[src/rtl/matrix_pkg.sv]
// Shared types and constants for the matrix slot manager.
// Latency: n/a (declarations only).
// Backpressure: n/a.
package matrix_pkg;

  localparam int MAX_DIM             = 5;
  localparam int SLOT_WORDS_DEFAULT  = 25;

  typedef enum logic [2:0] {
    ST_IDLE   = 3'd0,
    ST_SCAN   = 3'd1,
    ST_GRANT  = 3'd2,
    ST_HOLD   = 3'd3,
    ST_LOOKUP = 3'd4
  } state_t;

  // One stored matrix: occupancy flag plus its dimensions.
  typedef struct packed {
    logic       valid;
    logic [2:0] m;
    logic [2:0] n;
  } slot_rec_t;

  // Both dimensions must lie in 1..MAX_DIM for an allocation to be accepted.
  function automatic logic dims_ok(input logic [2:0] m, input logic [2:0] n);
    return (m >= 3'd1) && (m <= 3'(MAX_DIM)) && (n >= 3'd1) && (n <= 3'(MAX_DIM));
  endfunction

endpackage

[src/rtl/matrix_slot_manager_slot_table.sv]
// Slot record register file: one write port, two combinational read ports.
// Latency: writes visible the cycle after i_wr_en; reads are combinational.
// Backpressure: none; every write is accepted.
// Ports: clk/rst (sync, active-high, clears all records); i_wr_en/i_wr_idx/i_wr_rec
// write port; i_rd_a_idx -> o_rd_a_valid (scan, occupancy only);
// i_rd_b_idx -> o_rd_b_rec (lookup, full record). Out-of-range reads return 0.
module slot_table
  import matrix_pkg::*;
#(
  parameter int NUM_SLOTS = 10
) (
  input  logic       clk,
  input  logic       rst,
  input  logic       i_wr_en,
  input  logic [3:0] i_wr_idx,
  input  slot_rec_t  i_wr_rec,
  input  logic [3:0] i_rd_a_idx,
  output logic       o_rd_a_valid,
  input  logic [3:0] i_rd_b_idx,
  output slot_rec_t  o_rd_b_rec
);

  localparam logic [3:0] LP_N = 4'(NUM_SLOTS);

  slot_rec_t r_tbl [NUM_SLOTS];

  always_ff @(posedge clk) begin
    if (rst) begin
      for (int i = 0; i < NUM_SLOTS; i++) begin
        r_tbl[i] <= '0;
      end
    end else if (i_wr_en && (i_wr_idx < LP_N)) begin
      r_tbl[i_wr_idx] <= i_wr_rec;
    end
  end

  assign o_rd_a_valid = (i_rd_a_idx < LP_N) ? r_tbl[i_rd_a_idx].valid : 1'b0;
  assign o_rd_b_rec   = (i_rd_b_idx < LP_N) ? r_tbl[i_rd_b_idx] : '0;

endmodule

[src/rtl/matrix_slot_manager.sv]
// Matrix storage slot allocator (scan for free slot, FIFO-style eviction when full)
// and matrix-ID lookup. Latency: grant k+2 cycles for first free slot k, at most
// NUM_SLOTS+victim_ptr+2 when full; lookup result 2 cycles after request.
// Backpressure: alloc_req is a held level until alloc_ready; lookup_req ignored while busy.
// Ports: clk, rst (sync active-high); alloc_req/alloc_m/alloc_n -> alloc_ready/
// alloc_base/alloc_slot; commit/abort close the reservation; lookup_req/lookup_id ->
// lookup_done/lookup_hit/lookup_base/lookup_m/lookup_n; busy; valid_count.
// Optional feature macro: SLOT_COUNT_EN (valid-slot counter; otherwise valid_count = 0).
module matrix_slot_manager
  import matrix_pkg::*;
#(
  parameter int NUM_SLOTS  = 10,
  parameter int SLOT_WORDS = SLOT_WORDS_DEFAULT,
  parameter int ADDR_W     = 8
) (
  input  logic              clk,
  input  logic              rst,
  input  logic              alloc_req,
  input  logic [2:0]        alloc_m,
  input  logic [2:0]        alloc_n,
  output logic              alloc_ready,
  output logic [ADDR_W-1:0] alloc_base,
  output logic [3:0]        alloc_slot,
  input  logic              commit,
  input  logic              abort,
  input  logic              lookup_req,
  input  logic [3:0]        lookup_id,
  output logic              lookup_done,
  output logic              lookup_hit,
  output logic [ADDR_W-1:0] lookup_base,
  output logic [2:0]        lookup_m,
  output logic [2:0]        lookup_n,
  output logic              busy,
  output logic [3:0]        valid_count
);

  if (NUM_SLOTS * SLOT_WORDS > (2 ** ADDR_W)) begin : g_addr_chk
    $error("matrix_slot_manager: NUM_SLOTS*SLOT_WORDS exceeds 2**ADDR_W");
  end
  if (NUM_SLOTS < 1 || NUM_SLOTS > 15) begin : g_slot_chk
    $error("matrix_slot_manager: NUM_SLOTS must be 1..15");
  end

  localparam logic [3:0]        LP_LAST = 4'(NUM_SLOTS - 1);
  localparam logic [3:0]        LP_N    = 4'(NUM_SLOTS);
  localparam logic [ADDR_W-1:0] LP_SW   = ADDR_W'(SLOT_WORDS);

  state_t            r_state;
  logic [3:0]        r_idx;
  logic [ADDR_W-1:0] r_base_acc;
  logic              r_evict;
  logic [3:0]        r_victim_ptr;
  logic [2:0]        r_req_m;
  logic [2:0]        r_req_n;
  logic [3:0]        r_lk_id;
  logic              r_alloc_ready;
  logic [ADDR_W-1:0] r_alloc_base;
  logic [3:0]        r_alloc_slot;
  logic              r_lookup_done;
  logic              r_lookup_hit;
  logic [ADDR_W-1:0] r_lookup_base;
  logic [2:0]        r_lookup_m;
  logic [2:0]        r_lookup_n;

  logic              w_scan_valid;
  slot_rec_t         w_lk_rec;
  logic [3:0]        w_lk_idx;
  logic              w_lk_hit;
  logic [ADDR_W-1:0] w_lk_base;
  logic              w_alloc_go;
  logic              w_hold_commit;
  logic              w_hold_abort;
  logic              w_wr_en;
  slot_rec_t         w_wr_rec;

  // abort wins over a simultaneous commit
  assign w_hold_abort  = (r_state == ST_HOLD) && abort;
  assign w_hold_commit = (r_state == ST_HOLD) && commit && !abort;
  assign w_wr_en       = w_hold_abort || w_hold_commit;
  assign w_wr_rec      = w_hold_commit ? '{valid: 1'b1, m: r_req_m, n: r_req_n} : '0;

  assign w_alloc_go = alloc_req && dims_ok(alloc_m, alloc_n);

  // IDs are 1-based; id 0 wraps to 15 and reads back as an empty record.
  assign w_lk_idx  = r_lk_id - 4'd1;
  assign w_lk_hit  = (r_lk_id != 4'd0) && (r_lk_id <= LP_N) && w_lk_rec.valid;
  assign w_lk_base = ADDR_W'(int'(w_lk_idx) * SLOT_WORDS);

  slot_table #(
    .NUM_SLOTS (NUM_SLOTS)
  ) u_slot_table (
    .clk          (clk),
    .rst          (rst),
    .i_wr_en      (w_wr_en),
    .i_wr_idx     (r_alloc_slot),
    .i_wr_rec     (w_wr_rec),
    .i_rd_a_idx   (r_idx),
    .o_rd_a_valid (w_scan_valid),
    .i_rd_b_idx   (w_lk_idx),
    .o_rd_b_rec   (w_lk_rec)
  );

  always_ff @(posedge clk) begin
    if (rst) begin
      r_state       <= ST_IDLE;
      r_idx         <= '0;
      r_base_acc    <= '0;
      r_evict       <= 1'b0;
      r_victim_ptr  <= '0;
      r_req_m       <= '0;
      r_req_n       <= '0;
      r_lk_id       <= '0;
      r_alloc_ready <= 1'b0;
      r_alloc_base  <= '0;
      r_alloc_slot  <= '0;
      r_lookup_done <= 1'b0;
      r_lookup_hit  <= 1'b0;
      r_lookup_base <= '0;
      r_lookup_m    <= '0;
      r_lookup_n    <= '0;
    end else begin
      r_lookup_done <= 1'b0;
      case (r_state)
        ST_IDLE: begin
          if (w_alloc_go) begin
            r_state    <= ST_SCAN;
            r_idx      <= '0;
            r_base_acc <= '0;
            r_evict    <= 1'b0;
            r_req_m    <= alloc_m;
            r_req_n    <= alloc_n;
          end else if (lookup_req) begin
            r_state <= ST_LOOKUP;
            r_lk_id <= lookup_id;
          end
        end

        ST_SCAN: begin
          // Grant outputs are loaded on the way into GRANT so the ready pulse
          // lands exactly k+2 cycles after the request was sampled.
          if ((!r_evict && !w_scan_valid) || (r_evict && (r_idx == r_victim_ptr))) begin
            r_state       <= ST_GRANT;
            r_alloc_base  <= r_base_acc;
            r_alloc_slot  <= r_idx;
            r_alloc_ready <= 1'b1;
          end else if (!r_evict && (r_idx == LP_LAST)) begin
            // Table full: rescan from 0 up to the victim so its base is
            // produced by the same adder chain.
            r_evict    <= 1'b1;
            r_idx      <= '0;
            r_base_acc <= '0;
          end else begin
            r_idx      <= r_idx + 4'd1;
            r_base_acc <= r_base_acc + LP_SW;
          end
        end

        ST_GRANT: begin
          r_alloc_ready <= 1'b0;
          r_state       <= ST_HOLD;
        end

        ST_HOLD: begin
          if (w_hold_abort || w_hold_commit) begin
            if (r_evict) begin
              r_victim_ptr <= (r_victim_ptr == LP_LAST) ? 4'd0 : r_victim_ptr + 4'd1;
            end
            r_state <= ST_IDLE;
          end
        end

        ST_LOOKUP: begin
          r_lookup_done <= 1'b1;
          r_lookup_hit  <= w_lk_hit;
          r_lookup_base <= w_lk_hit ? w_lk_base  : '0;
          r_lookup_m    <= w_lk_hit ? w_lk_rec.m : '0;
          r_lookup_n    <= w_lk_hit ? w_lk_rec.n : '0;
          r_state       <= ST_IDLE;
        end

        default: r_state <= ST_IDLE;
      endcase
    end
  end

`ifdef SLOT_COUNT_EN
  logic [3:0] r_valid_count;

  // Only a fresh slot filled or a victim dropped changes occupancy.
  always_ff @(posedge clk) begin
    if (rst) begin
      r_valid_count <= '0;
    end else if (w_hold_commit && !r_evict) begin
      r_valid_count <= r_valid_count + 4'd1;
    end else if (w_hold_abort && r_evict) begin
      r_valid_count <= r_valid_count - 4'd1;
    end
  end

  assign valid_count = r_valid_count;
`else
  assign valid_count = 4'd0;
`endif

  assign alloc_ready = r_alloc_ready;
  assign alloc_base  = r_alloc_base;
  assign alloc_slot  = r_alloc_slot;
  assign lookup_done = r_lookup_done;
  assign lookup_hit  = r_lookup_hit;
  assign lookup_base = r_lookup_base;
  assign lookup_m    = r_lookup_m;
  assign lookup_n    = r_lookup_n;
  assign busy        = (r_state != ST_IDLE);

endmodule
[config.mk]
export PLATFORM = sky130hd
export DESIGN_NAME = matrix_slot_manager
export DESIGN_NICKNAME = d
export VERILOG_FILES = /design/src/rtl/matrix_pkg.sv /design/src/rtl/matrix_slot_manager_slot_table.sv /design/src/rtl/matrix_slot_manager.sv
export SDC_FILE = /design/constraint.sdc
export NUM_CORES = 1
export LEC_CHECK = 0
export ABC_CLOCK_PERIOD_IN_PS = 9530
export BUFFER_PORTS_ARGS = -buffer_cell sky130_fd_sc_hd__buf_2
export CELL_PAD_IN_SITES_DETAIL_PLACEMENT = 2
export CELL_PAD_IN_SITES_GLOBAL_PLACEMENT = 2
export CORE_MARGIN = 4
export CORE_UTILIZATION = 45
export DETAILED_ROUTE_END_ITERATION = 10
export MAX_ROUTING_LAYER = met4
export PLACE_DENSITY = 0.82
export SYNTH_ARGS = -nofsm -noshare
export SYNTH_HDL_FRONTEND = slang
export SYNTH_SLANG_ARGS = --single-unit
[constraint.sdc]
create_clock -name clk -period 9.53 [get_ports clk]
set_clock_uncertainty 0.2 [all_clocks]
set_input_delay 1.906 -clock clk [delete_from_list [all_inputs] [get_ports clk]]
set_output_delay 1.906 -clock clk [all_outputs]
set_load 0.01 [all_outputs]
# Word level (Yosys, flattened, before mapping)
# Memories as Yosys holds them, arrays and structs flattened. A register that Yosys moved wholly into a read port is not among the register bits.
# Index checks and enable logic that the tools add are counted.
# classes
mul	1
n_eq_ne	13
order_cmp	8
bitwise_logic	1
muxes	37
n_reduce_logical	32
n_div	0
shifts	0
n_addsub	4
# ops
operator	count
8-bit 2-to-1 mux	4
4-bit 2-to-1 mux	7
7-bit 2-to-1 mux	3
3-bit 2-to-1 mux	6
8-bit case mux with 2 select lines	1
1-bit logical AND	13
4-bit less-than comparator (second input constant)	3
1-bit 2-to-1 mux	12
3-bit case mux with 4 select lines	1
3-bit AND reduction	4
4-bit by 1-bit adder with 4-bit output (second input constant)	2
8-bit by 5-bit adder with 8-bit output (second input constant)	1
4-bit equality test (second input constant)	2
4-bit by 5-bit multiplier with 8-bit output (second input constant)	1
2-bit inequality test (second input constant)	4
4-bit case mux with 2 select lines	1
7-bit OR reduction	1
3-bit by 2-bit equality test with 1-bit output (second input constant)	2
3-bit by 1-bit greater-or-equal comparator with 1-bit output (second input constant)	2
3-bit less-or-equal comparator (second input constant)	2
2-bit AND reduction	3
4-bit equality test	1
4-bit less-or-equal comparator (second input constant)	1
1-bit case mux with 2 select lines	2
other kinds (13)	17
# word_totals
inputBits	16
latch_bits	0
mem_bits_ro	0
mem_bits_rw	70
memories	1
wordCells	113
output_inout_bits	34
reg_bits	59
# memory_table
memory	words	word_bits	read_ports	rd_ports_with_merged_regs	write_ports	line_no	source
u_slot_table.r_tbl	10	7	2	1	10	matrix_slot_manager_slot_table.sv:25	slot_rec_t r_tbl [NUM_SLOTS];

# Logic depth before layout (Yosys ltp)
# depth
depth_word	10
mapped_depth	14
depth_no_buf	10

# Hierarchy
# From an unflattened synthesis, not the netlist that was laid out.
# hier_totals
hier_cells	562
area_unflattened_um2	6153.4
# by_module_without_submodules
mod	seq_area_each_um2	n_inst	cells_each	area_each_um2
slot_table	2102.0	1	229	3244.4
matrix_slot_manager	1181.1	1	333	2909.0

# Worst setup path before layout
# No wires, ideal clock.
# synth_timing
path_kind	in2reg
startpoint	in commit
endpoint	mem u_slot_table.r_tbl[4][0] (netlist bit) (enable)
setup_time_ns	0.383
setup_slack_ns	5.889
path_buffers	0
path_stages	4
required_time_ns	8.947
arrival_ns	3.058
cell_sequence	o211ai_1 nor3_1 nand2_1 o31ai_1
# synth_lines
item	line_no	source
start, declared	matrix_slot_manager.sv:24	input logic commit,
end, declared	matrix_slot_manager_slot_table.sv:25	

# Final worst setup path
# layout_timing
startpoint	reg r_lk_id[0]
endpoint	reg r_lookup_base[7] (netlist: lookup_base[7])
# layout_via
elab_chain_cells	5
word_cells_on_any_way	10
cone_classes	add/sub: 1; mul: 1; order compare: 2; mux: 2; reduce/logical: 3; memory: 1
# layout_rtl
item	line_no	source
start, declared	matrix_slot_manager.sv:55	logic [3:0] r_lk_id;
start signal, assigned	matrix_slot_manager.sv:134	r_lk_id <= lookup_id;
parallel branches: the longest is 4 deep, another holds 4-bit by 5-bit multiplier with 8-bit output	n/a	
8-bit 2-to-1 mux *	matrix_slot_manager.sv:175	r_lookup_base <= w_lk_hit ? w_lk_base : '0;
end signal, assigned	matrix_slot_manager.sv:175	
end, declared	matrix_slot_manager.sv:61	logic [ADDR_W-1:0] r_lookup_base;
# Mark *: on every way between the ends.
# A chain may end at the register's enable or synchronous reset.

==> impl_results.md <==
* CP Data Arrival Time at 4920 ps
* # IOs at 50
* Detailed placement HPWL at 16700 microns
* DP Worst Slack at 4890 ps
* Slowest CP cell: dfxtp_2
* Core area at 17900 sq um
* Avg WL per Cell at 25.5 microns
* #FFs+latches synth at 175
* Critical path's most frequent cell: ha_1
* Tmin final at 4760 ps
* IO Port Bufs at 45
* Via count at 5451
* Async SR Flop Fraction at 0%
* Yosys top cell by area: edfxtp_1
* Post-Syn Area at 8180 sq um
* Total Neg Setup Slack at 0 ps
* CTS Sinks at 175
* CTS root buf: clkbuf_16
* Area contributors post-synth: edfxtp_1 41%, dfxtp_1 15%, mux4_2 5.5%, mux4_1 5.5%, and2_1 4.2%
* Detailed Route WL at 23800 microns
* Crit Path Category: reg2reg
* Reg2Reg Depth at 9
* Die Y at 143 microns
* Hold buffers post-CTS at 0
* Post-route ant nets at 0
* Die ar. at 20400 sq um
* Critical-path cell list: inv_1 -> ha_1 -> xor2_1 -> inv_2 -> ha_1 -> a221o_1 -> a211oi_2 -> a32oi_1 -> nor2_1
* Part of the power in combinational logic at 15.3%
* Clk slew on worst S/H paths at 60 ps
* RR Startpoint: r_lk_id[0]
* Avg Cell Area, Syn at 13.1 sq um
* Critical path origin: r_lk_id[0]
* Yosys cell types at 57
* Initial core utilization at 45.7%
* Worst Hold Class: reg2reg
* Initial antenna violation count at 0
* Largest net degree at the start of global routing at 52
* Setup-failing EPs final at 0
* CP peak stage delay at 1040 ps
* Clock Tree Buf Depth at 2
* Vias per Instance at 5.84
* Peak supply drop at 0.128 mV
* Layout cells sized above 1 at 15.9%
* N_diodes at 0
* Post-cts resize count at 0
* Post-synth EDFFs at 112
* Seq/Total Area, Yosys at 56.6%
* Max cap viols at 0
* P_int at 1.36 mW
* Post-synthesis instance total at 624
* Post-CTS setup buffers at 0
* Crit path launch type: register
* Worst R2R Setup Slack at 4770 ps
* # DRC at 0
* Hold Path Sink: alloc_base[2]
* Nets at 721
* Final setup margin at 4770 ps
* WHS Path Cells at 2
* 1st-iter DRT viols at 436
* H-tree levels at 4
* Area share of the largest cell type after synthesis at 41.1%
* Number of synthesis warnings at 0
* Max FO, Critical Path at 32
* Detailed Routing Iterations Pass 1 at 4
* Status: completed
* Routability Congestion at 0.851
* Worst endpoint required time at 9690 ps
* CTS tree: done
* HP Start: alloc_base[2]
* GR Overflow Total at 0
* Relative slew margins at 7.24%
* Final Hold Violating Endpoints at 0
* R2R Path End: lookup_base[7]
* Area delta synth->final at 12.4%
* Period utilization at 50.0%
* Vias in the first global route at 6122
* Seq pwr share at 47.2%
* P_sw at 0.507 mW
* Primary FF master, synth: edfxtp_1
* GRT Total Usage at 25.4%
* Clock network power share at 37.5%
* RSZ-0062 raised after global routing: no
* Critical Path End Type: register
* PwrDens at 203 nW/um^2
* Fmax at 0.210 GHz
* Leakage power at 3.49 nW
* Num CTS Buffers at 17
* Sw frac at 27.2%
* First-pass GRT wire length at 37300 microns
* Die width at 143 microns
* Row Count at 49
* Fin. max-slew vios at 0
* Worst skew pair latency at 430 ps
* Worst Tran Pin Value at 1380 ps
per-stage QoR:
step / area [sq um] / power (mW) / util, % / cells / hold WS [ps]
finish: 9190 / 1.86 / 51.4 / 933 / 293
global route: 9190 / 1.94 / 51.4 / 933 / 318
CTS: 9190 / 1.88 / 51.4 / 933 / 293
detailed placement: 8610 / 1.17 / 48.1 / 901 / 277
global placement: 8610 / 1.15 / 48.1 / 901 / 261
floorplan: 8350 / 1.09 / - / 669 / 246
worst max-delay path: cells and delay by family, from the launching register on:
family	cells	cell delay (ps)
xor gates and xnor gates	1	440
and+or+nand+nor	1	160
AOI/OAI and AO/OA	3	1560
adders and majority gates	2	690
buffers and inverters	2	570
DFF	1	1040
flip-flops by register name (all words and copies together) (netlist names), named ones only:
name,cells
alloc_base,8
alloc_ready,1
alloc_slot,4
lookup_base,8
lookup_done,1
lookup_hit,1
lookup_m,3
lookup_n,3
r_base_acc,8
r_evict,1
r_idx,4
r_lk_id,4
r_req_m,3
r_req_n,3
r_state,3
r_victim_ptr,4
u_slot_table.r_tbl,112
area by class of cell:
class	count	area, sq um
Inverter	19	71.3
Multi-Input combinational cell	430	3370
Timing Repair Buffer	48	248
Clock buffer	23	510
Fill cell	1724	8710
Clock inverter	9	77.6
Sequential cell	175	4630
Tap cell	229	287
power groups by stage:
stage          Clock (mW)  Combinational, mW  Sequential [mW]
3_5_place_dp            0              0.276            0.896
2_1_floorplan           0              0.219            0.868
3_3_place_gp            0              0.255            0.891
6_report            0.699              0.285            0.880
4_1_cts             0.709              0.287            0.880
5_1_grt             0.749              0.309            0.884
cells in the final DEF (no fill, tap or decap), drive strengths merged, types with 10 or more instances in the layout:
cell type	count
dfxtp	63
conb	46
buf	48
ha	13
a21oi	22
o31ai	16
clkbuf	23
and2	55
nand2	22
edfxtp	112
o21ai	10
a22oi	10
nand4	15
nor2	56
mux2i	19
a32oi	15
inv	21
mux4	37
synthesized netlist by cell type, drive strengths merged (8+ instances only):
library cell,n
xnor2,8
nor3,8
nor2b,8
nand3,8
a22oi,10
a21oi,22
ha,13
o211ai,8
edfxtp,112
dfxtp,63
nand4,15
o31ai,16
and2,55
nand2,22
mux4,37
nor2,56
buf,20
inv,19
and3,8
clkbuf,24
mux2i,19
a32oi,15
o21ai,10
logic make-up after synthesis:
| logic type | Yosys count | synth area share [%] |
|---|---|---|
| AND/OR/NAND/NOR | 198 | 13.2 |
| flip-flops | 175 | 56.6 |
| AO/OA/AOI/OAI | 102 | 8.81 |
| buffers and inverters | 64 | 4.24 |
| multiplexers | 58 | 13.6 |
| adder cells (fa/ha/maj) | 14 | 2.23 |
| XOR/XNOR | 12 | 1.38 |
| other | 1 | 0.0459 |
how the worst max path moves through the flow:
stage | endpoint | cells after the start | slack, ps
2_1_floorplan | u_slot_table.r_tbl[4][0] | 4 | 5890
3_3_place_gp | u_slot_table.r_tbl[0][4] | 5 | 5060
3_5_place_dp | lookup_base[3] | 9 | 4890
4_1_cts | lookup_base[7] | 9 | 4650
5_1_grt | lookup_base[7] | 9 | 4410
6_report | lookup_base[7] | 9 | 4770
metal layers:
layer / GRT usage, % / wire length (microns)
met5: - / 0
met4: 6.75 / 456
met2: 43.8 / 12600
met3: 5.46 / 933
met1: 30.4 / 9830
Note: power is estimated with default switching activity, not from simulation.
